`src/rtl/fifo_level_pkg.sv`:
```
// Shared constants, error-flag type and helper function for the FIFO slice.
package fifo_level_pkg;

  localparam int unsigned UART_DATA_WIDTH   = 8;
  localparam int unsigned FIFO_ADDR_WIDTH   = 4;
  localparam int unsigned LOWMEM_ADDR_WIDTH = 13;

  typedef struct packed {
    logic overflow;
    logic underflow;
  } fifo_err_t;

  function automatic int unsigned clog2(input int unsigned value);
    int unsigned result;
    result = 0;
    while ((32'd1 << result) < value) begin
      result = result + 1;
    end
    return result;
  endfunction

endpackage

```
`src/rtl/fifo_level_if.sv`:
```
// FIFO data/control/status bundle; the FIFO is the slave, its user the master.
interface fifo_level_if import fifo_level_pkg::*; #(
  parameter int unsigned DATA_WIDTH = UART_DATA_WIDTH,
  parameter int unsigned ADDR_WIDTH = FIFO_ADDR_WIDTH
);

  logic                  flush;
  logic                  fifo_write;
  logic [DATA_WIDTH-1:0] fifo_data_in;
  logic                  fifo_read;
  logic [DATA_WIDTH-1:0] fifo_data_out;
  logic                  full;
  logic                  empty;
  logic [ADDR_WIDTH:0]   level;
  logic                  almost_full;
  logic                  almost_empty;
  logic                  overflow;
  logic                  underflow;
  logic                  clear_err;

  modport master (
    output flush, fifo_write, fifo_data_in, fifo_read, clear_err,
    input  fifo_data_out, full, empty, level, almost_full, almost_empty, overflow, underflow
  );

  modport slave (
    input  flush, fifo_write, fifo_data_in, fifo_read, clear_err,
    output fifo_data_out, full, empty, level, almost_full, almost_empty, overflow, underflow
  );

endinterface

```
`src/rtl/fifo_level_mem.sv`:
```
// 1W/1R storage. REG_READ=1 gives a registered read port (BRAM style), 0 a combinational one.
module fifo_level_mem import fifo_level_pkg::*; #(
  parameter int unsigned DATA_WIDTH = UART_DATA_WIDTH,
  parameter int unsigned ADDR_WIDTH = FIFO_ADDR_WIDTH,
  parameter int unsigned REG_READ   = 0
) (
  input  logic                  clk,
  input  logic                  reset_n,
  input  logic                  i_we,
  input  logic [ADDR_WIDTH-1:0] i_waddr,
  input  logic [DATA_WIDTH-1:0] i_wdata,
  input  logic                  i_re,
  input  logic [ADDR_WIDTH-1:0] i_raddr,
  output logic [DATA_WIDTH-1:0] o_rdata
);

  logic [DATA_WIDTH-1:0] r_mem [2**ADDR_WIDTH];

  // Write port; contents are deliberately not reset.
  always_ff @(posedge clk) begin
    if (i_we) begin
      r_mem[i_waddr] <= i_wdata;
    end
  end

  if (REG_READ != 0) begin : g_reg_read
    logic [DATA_WIDTH-1:0] r_rdata;

    // Output register loads only on an accepted pop, otherwise holds.
    always_ff @(posedge clk or negedge reset_n) begin
      if (!reset_n) begin
        r_rdata <= '0;
      end else if (i_re) begin
        r_rdata <= r_mem[i_raddr];
      end
    end

    assign o_rdata = r_rdata;
  end else begin : g_comb_read
    logic w_unused_rd;
    assign w_unused_rd = i_re ^ reset_n;
    assign o_rdata     = r_mem[i_raddr];
  end

endmodule

```
`src/rtl/fifo_level.sv`:
```
// Synchronous FIFO controller: pointers, registered level/threshold flags, sticky errors, flush.
module fifo_level import fifo_level_pkg::*; #(
  parameter int unsigned DATA_WIDTH   = UART_DATA_WIDTH,
  parameter int unsigned ADDR_WIDTH   = FIFO_ADDR_WIDTH,
  parameter int unsigned FWFT         = 1,
  parameter int unsigned AFULL_LEVEL  = 12,
  parameter int unsigned AEMPTY_LEVEL = 2
) (
  input  logic         clk,
  input  logic         reset_n,
  fifo_level_if.slave  bus
);

  localparam logic [ADDR_WIDTH:0] LP_DEPTH = (ADDR_WIDTH + 1)'(2 ** ADDR_WIDTH);

  logic [ADDR_WIDTH:0]   r_wr_ptr, r_rd_ptr, r_level;
  logic                  r_full, r_empty, r_afull, r_aempty;
  fifo_err_t             r_err;

  logic                  w_wr_acc, w_rd_acc;
  logic [ADDR_WIDTH:0]   w_wr_ptr_d, w_rd_ptr_d, w_level_d;
  fifo_err_t             w_err_d;
  logic [DATA_WIDTH-1:0] w_rdata;

  // Accept/reject decisions and next state; flush overrides both ports and sets no errors.
  always_comb begin
    w_rd_acc = bus.fifo_read & ~r_empty & ~bus.flush;
    // A full FIFO still takes a write when a pop frees the slot on the same edge.
    w_wr_acc = bus.fifo_write & (~r_full | w_rd_acc) & ~bus.flush;

    if (bus.flush) begin
      w_wr_ptr_d = '0;
      w_rd_ptr_d = '0;
      w_level_d  = '0;
    end else begin
      w_wr_ptr_d = r_wr_ptr + {{ADDR_WIDTH{1'b0}}, w_wr_acc};
      w_rd_ptr_d = r_rd_ptr + {{ADDR_WIDTH{1'b0}}, w_rd_acc};
      w_level_d  = r_level + {{ADDR_WIDTH{1'b0}}, w_wr_acc} - {{ADDR_WIDTH{1'b0}}, w_rd_acc};
    end

    // New error wins over clear_err in the same cycle.
    w_err_d.overflow  = (bus.fifo_write & r_full & ~w_rd_acc & ~bus.flush) |
                        (r_err.overflow & ~bus.clear_err);
    w_err_d.underflow = (bus.fifo_read & r_empty & ~bus.flush) |
                        (r_err.underflow & ~bus.clear_err);
  end

  // State and flags update together so flags always match the pointers.
  always_ff @(posedge clk or negedge reset_n) begin
    if (!reset_n) begin
      r_wr_ptr <= '0;
      r_rd_ptr <= '0;
      r_level  <= '0;
      r_full   <= 1'b0;
      r_empty  <= 1'b1;
      r_afull  <= (AFULL_LEVEL == 0);
      r_aempty <= 1'b1;
      r_err    <= '0;
    end else begin
      r_wr_ptr <= w_wr_ptr_d;
      r_rd_ptr <= w_rd_ptr_d;
      r_level  <= w_level_d;
      r_full   <= (w_level_d == LP_DEPTH);
      r_empty  <= (w_level_d == '0);
      r_afull  <= (32'(w_level_d) >= AFULL_LEVEL);
      r_aempty <= (32'(w_level_d) <= AEMPTY_LEVEL);
      r_err    <= w_err_d;
    end
  end

  fifo_level_mem #(
    .DATA_WIDTH (DATA_WIDTH),
    .ADDR_WIDTH (ADDR_WIDTH),
    .REG_READ   ((FWFT == 0) ? 1 : 0)
  ) u_mem (
    .clk     (clk),
    .reset_n (reset_n),
    .i_we    (w_wr_acc),
    .i_waddr (r_wr_ptr[ADDR_WIDTH-1:0]),
    .i_wdata (bus.fifo_data_in),
    .i_re    (w_rd_acc),
    .i_raddr (r_rd_ptr[ADDR_WIDTH-1:0]),
    .o_rdata (w_rdata)
  );

  assign bus.fifo_data_out = w_rdata;
  assign bus.full          = r_full;
  assign bus.empty         = r_empty;
  assign bus.level         = r_level;
  assign bus.almost_full   = r_afull;
  assign bus.almost_empty  = r_aempty;
  assign bus.overflow      = r_err.overflow;
  assign bus.underflow     = r_err.underflow;

endmodule

```
`src/flat_wrapper.sv`:
```
// flat-port wrapper written by rule: the top's interface ports become plain ports
module fifo_level_flat import fifo_level_pkg::*;
#(
  parameter int unsigned DATA_WIDTH   = UART_DATA_WIDTH,
  parameter int unsigned ADDR_WIDTH   = FIFO_ADDR_WIDTH,
  parameter int unsigned FWFT         = 1,
  parameter int unsigned AFULL_LEVEL  = 12,
  parameter int unsigned AEMPTY_LEVEL = 2
)
  (clk, reset_n, bus_flush, bus_fifo_write, bus_fifo_data_in, bus_fifo_read, bus_clear_err, bus_fifo_data_out, bus_full, bus_empty, bus_level, bus_almost_full, bus_almost_empty, bus_overflow, bus_underflow);
  fifo_level_if #(.DATA_WIDTH(DATA_WIDTH), .ADDR_WIDTH(ADDR_WIDTH)) bus_i ();
  input  logic clk;
  input  logic reset_n;
  input wire logic [$bits(bus_i.flush)-1:0] bus_flush;
  input wire logic [$bits(bus_i.fifo_write)-1:0] bus_fifo_write;
  input wire logic [$bits(bus_i.fifo_data_in)-1:0] bus_fifo_data_in;
  input wire logic [$bits(bus_i.fifo_read)-1:0] bus_fifo_read;
  input wire logic [$bits(bus_i.clear_err)-1:0] bus_clear_err;
  output wire logic [$bits(bus_i.fifo_data_out)-1:0] bus_fifo_data_out;
  output wire logic [$bits(bus_i.full)-1:0] bus_full;
  output wire logic [$bits(bus_i.empty)-1:0] bus_empty;
  output wire logic [$bits(bus_i.level)-1:0] bus_level;
  output wire logic [$bits(bus_i.almost_full)-1:0] bus_almost_full;
  output wire logic [$bits(bus_i.almost_empty)-1:0] bus_almost_empty;
  output wire logic [$bits(bus_i.overflow)-1:0] bus_overflow;
  output wire logic [$bits(bus_i.underflow)-1:0] bus_underflow;
  assign bus_i.flush = bus_flush;
  assign bus_i.fifo_write = bus_fifo_write;
  assign bus_i.fifo_data_in = bus_fifo_data_in;
  assign bus_i.fifo_read = bus_fifo_read;
  assign bus_i.clear_err = bus_clear_err;
  assign bus_fifo_data_out = bus_i.fifo_data_out;
  assign bus_full = bus_i.full;
  assign bus_empty = bus_i.empty;
  assign bus_level = bus_i.level;
  assign bus_almost_full = bus_i.almost_full;
  assign bus_almost_empty = bus_i.almost_empty;
  assign bus_overflow = bus_i.overflow;
  assign bus_underflow = bus_i.underflow;
  fifo_level #(.DATA_WIDTH(DATA_WIDTH), .ADDR_WIDTH(ADDR_WIDTH), .FWFT(FWFT), .AFULL_LEVEL(AFULL_LEVEL), .AEMPTY_LEVEL(AEMPTY_LEVEL)) u_core (.clk(clk), .reset_n(reset_n), .bus(bus_i));
endmodule
```
`config.mk`:
```
export PLATFORM = sky130hd
export DESIGN_NAME = fifo_level_flat
export DESIGN_NICKNAME = d
export VERILOG_FILES = /design/src/rtl/fifo_level_pkg.sv /design/src/rtl/fifo_level_if.sv /design/src/rtl/fifo_level_mem.sv /design/src/rtl/fifo_level.sv /design/src/flat_wrapper.sv
export SDC_FILE = /design/constraint.sdc
export NUM_CORES = 1
export LEC_CHECK = 0
export ABC_CLOCK_PERIOD_IN_PS = 2630
export CAP_MARGIN = 5
export CORE_MARGIN = 2
export CORE_UTILIZATION = 59
export CTS_CLUSTER_DIAMETER = 200
export DETAILED_ROUTE_END_ITERATION = 8
export GPL_TIMING_DRIVEN = 0
export PLACE_DENSITY = 0.79
export SLEW_MARGIN = 30
export SYNTH_ARGS = -nofsm -noshare
export SYNTH_HDL_FRONTEND = slang
export SYNTH_HIERARCHICAL = 1
export SYNTH_SLANG_ARGS = --single-unit
export TNS_END_PERCENT = 50
```
`constraint.sdc`:
```
create_clock -name clk -period 2.63 [get_ports clk]
set_input_delay 0.263 -clock clk [delete_from_list [all_inputs] [get_ports clk]]
set_output_delay 0.263 -clock clk [all_outputs]
set_load 0.005 [all_outputs]
```
== Yosys cells after proc, flatten, opt, wreduce, memory -nomap -nowiden ==
Memories as Yosys holds them, arrays and structs flattened.
Cells that the tools add are included.
Storage, ports and cells
  register bits after elaboration: 21
  latch bits: 0
  bits in writable memories: 128
  memory bits (read-only): 0
  input bits: 14
  output and inout port bits: 19
  word-level logic and storage cells: 42
  memories: 1
Memory list
  u_core.u_mem.r_mem: words 16, width 8, read ports 1, clocked after Yosys merged registers in 0, write ports 1, line fifo_level_mem.sv:17  | logic [DATA_WIDTH-1:0] r_mem [2**ADDR_WIDTH];
Operators by class
  $add $sub $neg: 4
  multiply operators: 0
  div/mod/pow operators: 0
  $lt $le $gt $ge: 2
  equal/unequal tests: 1
  shift operators: 0
  multiplexer cells: 5
  bitwise operators: 19
  reductions and logical operators: 1
Operators by type and width (count)
  5-bit by 1-bit adder with 5-bit output: 3
  5-bit two-way mux: 3
  1-bit AND: 11
  5-bit equality test (second input constant): 1
  5-bit by 4-bit >= comparator with 1-bit output (second input constant): 1
  5-bit by 2-bit <= comparator with 1-bit output (second input constant): 1
  5-bit logical NOT: 1
  1-bit NOT: 5
  5-bit by 1-bit subtractor with 5-bit output: 1
  1-bit bitwise OR: 3
  1-bit two-way mux: 2

== Depth between registers and ports, before layout ==
  word-level depth: 10
  depth in mapped cells: 11
  depth with buffers taken out: 11

== Cells and area by module ==
The synthesis kept the hierarchy.
By module, submodules not included
  fifo_level_mem: instances 1, cells each 221, area an instance 4987.3 um^2, seq. area each 3843.7 um^2
  fifo_level: instances 1, cells each 85, area an instance 969.7 um^2, seq. area each 478.0 um^2

== Worst setup path before layout ==
Ideal clock, no wire load.
  path type: input to register
  from: in bus_flush
  to: reg u_core.r_full (netlist: u_core/bus.full)
  setup time: 0.098 ns
  arrival time: 2.324 ns
  data required time: 2.532 ns
  setup slack: 0.208 ns
  stages: 11
  buffers on the path: 0
  cell sequence: nand2b_1 -> o21ai_1 -> nand3b_1 -> ha_1 -> inv_1 -> ha_1 -> fa_1 -> a21o_1 -> a21oi_2 -> xnor2_1 -> nor4bb_2
On the way
  cells in the longest elaborated chain, start to end: 9
Ends and longest elaborated chain
  start, declared: line flat_wrapper.sv:14  | input wire logic [$bits(bus_i.flush)-1:0] bus_flush;
  1-bit NOT: line fifo_level.sv:27, fifo_level.sv:29
  1-bit AND: line fifo_level.sv:27  | w_rd_acc = bus.fifo_read & ~r_empty & ~bus.flush;
  1-bit bitwise OR: line fifo_level.sv:29  | w_wr_acc = bus.fifo_write & (~r_full | w_rd_acc) & ~bus.flush;
  1-bit AND (2 in a row): line fifo_level.sv:29
  5-bit by 1-bit adder with 5-bit output: line fifo_level.sv:38  | w_level_d = r_level + {{ADDR_WIDTH{1'b0}}, w_wr_acc} - {{ADDR_WIDTH{1'b0}}, w_rd_acc};
  5-bit by 1-bit subtractor with 5-bit output: line fifo_level.sv:38
  5-bit two-way mux (*): line fifo_level.sv:31  | if (bus.flush) begin
  5-bit equality test (*): line fifo_level.sv:63  | r_full <= (w_level_d == LP_DEPTH);
  end signal, assigned: line fifo_level.sv:63
  end, declared: line fifo_level.sv:17  | logic r_full, r_empty, r_afull, r_aempty;
Every way passes the cells marked *; elsewhere a longest branch is shown, timed or not.

== Final worst setup path ==
  from: reg u_core.r_rd_ptr[0]
  to: out bus_fifo_data_out[7]
On the way
  cells in the longest elaborated chain, start to end: 1
Ends and longest elaborated chain
  start, declared: line fifo_level.sv:16  | logic [ADDR_WIDTH:0] r_wr_ptr, r_rd_ptr, r_level;
  start signal, assigned: line fifo_level.sv:61  | r_rd_ptr <= w_rd_ptr_d;
  memory 16 x 8 bit
  end, declared: line flat_wrapper.sv:19  | output wire logic [$bits(bus_i.fifo_data_out)-1:0] bus_fifo_data_out;
No other way between the ends.

==> metrics.csv <==
metric,value,unit
status,"complete, but fails checks",
failing checks,setup timing,
Starting Density,60.94,%
core region area,9774,µm²
Worst setup SP type,flop,
CP max FO,6,
Synth Cell Area,5957,µm²
WP data required,2.37,ns
DRT Pass-1 Iters,5,
via count of the routed design,3205,
largest net degree at the start of global routing,20,
Final GP Congestion,0.7942,
GRT Total Usage,24.95,%
Peak VDD IR,0.8062,mV
Clock Pin Slew Worst Setup and Hold Paths,0.06,ns
Final WS setup,-0.01266,ns
r2r worst-path depth,10,
count of pins over their slew limit,0,
highest routed layer,met4,
met2 wire length,6.936,mm
CTS Buf Count,17,
Critical Path End Type,output pin,
Ant. Diodes,0,
share of layout cells above drive strength 1,30.79,%
Fillers,580,
top-level port count,33,
DP Area,6464,µm²
drt total wl,13.13,mm
Final Critical Period,2.643,ns
met1 WL,5.058,mm
Core Rows,36,
worst min path class,in -> async,
number of port buffers,32,
initial antenna violation count,0,
Worst-Skew Late Latency,0.52,ns
Static Leakage,2.446,nW
synthesized flop and latch total,147,
Sequential cell area,4322,µm²
max_cap viols,0,
FF-to-FF Start,u_core/bus.empty,
Final ANT Viol Nets,0,
vias in the first global route,3274,
arrival time at the worst endpoint,2.38,ns
PwrDens,868.3,nW/µm²
vias per std cell,6.248,
register area share after synthesis,72.55,%
CTS Sinks,147,
global-route wire length before repair,19.43,mm
DR WL met3,854,µm
total congestion overflow,0,
nets,391,
CTS tree,built,
initial DRC count,411,
WL/cell,25.59,µm
RSZ-0062 raised after global routing,yes,
Tot Pwr,0.006254,W
Mapped Cells,306,
Final Cycle Share,100.5,%
Die Ht,104.5,µm
"Distinct cells, synth",38,
die area,10920,µm²
detailed placement HPWL,7.359,mm
Hold Fails Final Rpt,0,
syn_nets,330,
Final setup viols,1,
clk buf depth,2,
synthesized area per cell,19.47,µm²
final setup skew,0.009563,ns
# DRC,0,
CP endpoint,bus_fifo_data_out[7],
DIE WIDTH,104.5,µm
Max Freq,378.4,MHz
Rel. slew slack,42.11,%
Synth warnings,6,
"setup slack, reg-to-reg",0.09,ns
Crit Path Class,reg -> out,
root buf cell,clkbuf_8,
Max H-tree Level,4,
fin area,7203,µm²
area of the multi-input gates,1564,µm²
"Area growth, synth to finish",20.92,%
CP startpoint,u_core/r_rd_ptr[0],
Worst R2R End,u_core/bus.full,
Least-Margin Pin Slew,0.8651,ns
==> flip-flops by register name, summed over array words and instances (netlist names), 4 cells and up <==
register,flops
u_core/r_wr_ptr,4
u_core/bus.level,5
u_core/r_rd_ptr,4
u_core/u_mem/r_mem,128
==> power by group <==
part	internal (W)	total, W	switching (W)
clock network	0.00128	0.00228	0.00100
logic	0.000668	0.00125	0.000580
registers	0.00265	0.00273	0.0000771
==> per-layer routing <==
layer,GRT usage (%),up-vias
met5,0,-
li1,-,1347
met4,8.880,0
met3,4.386,32
met2,42.25,184
met1,32.91,1642
==> worst min-delay path by stage <==
stage / to / slack, ns / cells after the start
floorplan: u_core/bus.almost_full / -0.03 / 0
global placement: u_core/bus.underflow / 0.52 / 2
detailed placement: u_core/bus.underflow / 0.52 / 2
CTS: u_core/bus.level[4] / 0.25 / 1
global route: u_core/bus.full / 0.25 / 2
finish: u_core/r_rd_ptr[0] / 0.21 / 2
==> cell type report <==
type                            count  area share [%]
Buffer                             11           1.529
Clock buffer                       17           5.750
Clock inverter                     15           2.032
Inverter                           10          0.5211
Multi-Input combinational cell    137           21.71
Sequential cell                   147           60.00
Tap cell                          133           2.310
Timing Repair Buffer               43           6.149
==> layout by cell type, fill, tap and decap left out, types with 2 or more instances in the layout <==
cell type	instances
dfstp_2	2
nor2_1	20
nand2_1	10
xnor2_1	4
a31o_1	2
clkdlybuf4s50_1	23
clkbuf_2	4
nand3b_1	3
clkdlybuf4s25_2	3
clkinvlp_4	3
mux4_1	3
dfrtp_1	17
buf_2	6
nand2b_1	3
inv_6	5
nor3_2	4
buf_6	2
nor2b_1	8
a21o_1	2
buf_4	5
clkinv_4	4
buf_12	8
clkbuf_16	16
ha_1	9
xor2_1	4
inv_1	10
mux4_2	29
a22oi_1	3
edfxtp_1	128
a22oi_2	13
nand3_1	3
==> metrics by stage <==
stage | setup slack (ns) | TNS, ns | hold WS [ns] | util, % | instances
3_3_place_gp | -0.6085 | -17.86 | 0.5223 | 65.92 | 471
5_1_grt | -0.04650 | -0.1931 | 0.2512 | 73.69 | 513
6_report | -0.01266 | -0.01266 | 0.2090 | 73.69 | 513
3_5_place_dp | -0.5422 | -10.77 | 0.5235 | 66.13 | 471
4_1_cts | -0.03707 | -0.1134 | 0.2497 | 73.76 | 512
2_1_floorplan | 0.2076 | 0 | -0.03259 | - | 306
==> worst max-delay path, cell delays in order, from the launching register on <==
cell and delay, ns:
dfrtp_1 0.38, buf_6 0.15, buf_12 0.10, buf_12 0.10
buf_12 0.12, mux4_2 0.55, a22oi_2 0.21, nand2_1 0.11
buf_2 0.14
==> repair_timing <==
action	CTS	global route
resized for setup	57	10
hold endpoints to repair	0	17
endpoints found under the setup margin	9	11
pin swaps	13	6
hold buffers	0	1
gates cloned	1	0
setup buffers	8	2
==> cells in the mapped netlist, drive strengths merged <==
cell type	count	area (µm²)
a211oi	1	12.51
a21o	2	15.01
a21oi	2	13.76
a22oi	16	120.1
a31o	3	26.28
and2	1	6.260
and2b	1	7.510
buf	7	56.30
clkbuf	2	7.510
clkdlybuf4s25	3	30.03
dfrtp	17	425.4
dfstp	2	52.55
edfxtp	128	3844
fa	1	20.02
ha	9	112.6
inv	10	37.54
mux4	32	773.2
nand2	10	37.54
nand2b	3	18.77
nand3	3	15.01
nand3b	3	22.52
nor2	21	78.83
nor2b	8	50.05
nor3	5	25.02
nor4bb	1	16.27
o21ai	1	5.000
o22ai	1	6.260
o2bb2ai	1	8.760
o32ai	1	8.760
or3b	1	8.760
xnor2	5	43.79
xor2	5	51.30
==> kinds of logic (layout without fill, tap and decap cells) <==
| family | after synthesis | after routing | share of synthesized area, % |
|---|---|---|---|
| AO/OA/AOI/OAI | 28 | 28 | 3.634 |
| XOR/XNOR | 10 | 10 | 1.596 |
| adder cells (fa/ha/maj) | 10 | 10 | 2.226 |
| buffers and inverters | 22 | 96 | 2.205 |
| flip-flops | 147 | 147 | 72.55 |
| multiplexers | 32 | 32 | 12.98 |
| AND/OR/NAND/NOR | 57 | 57 | 4.810 |
(Power assumes the default switching activity.)
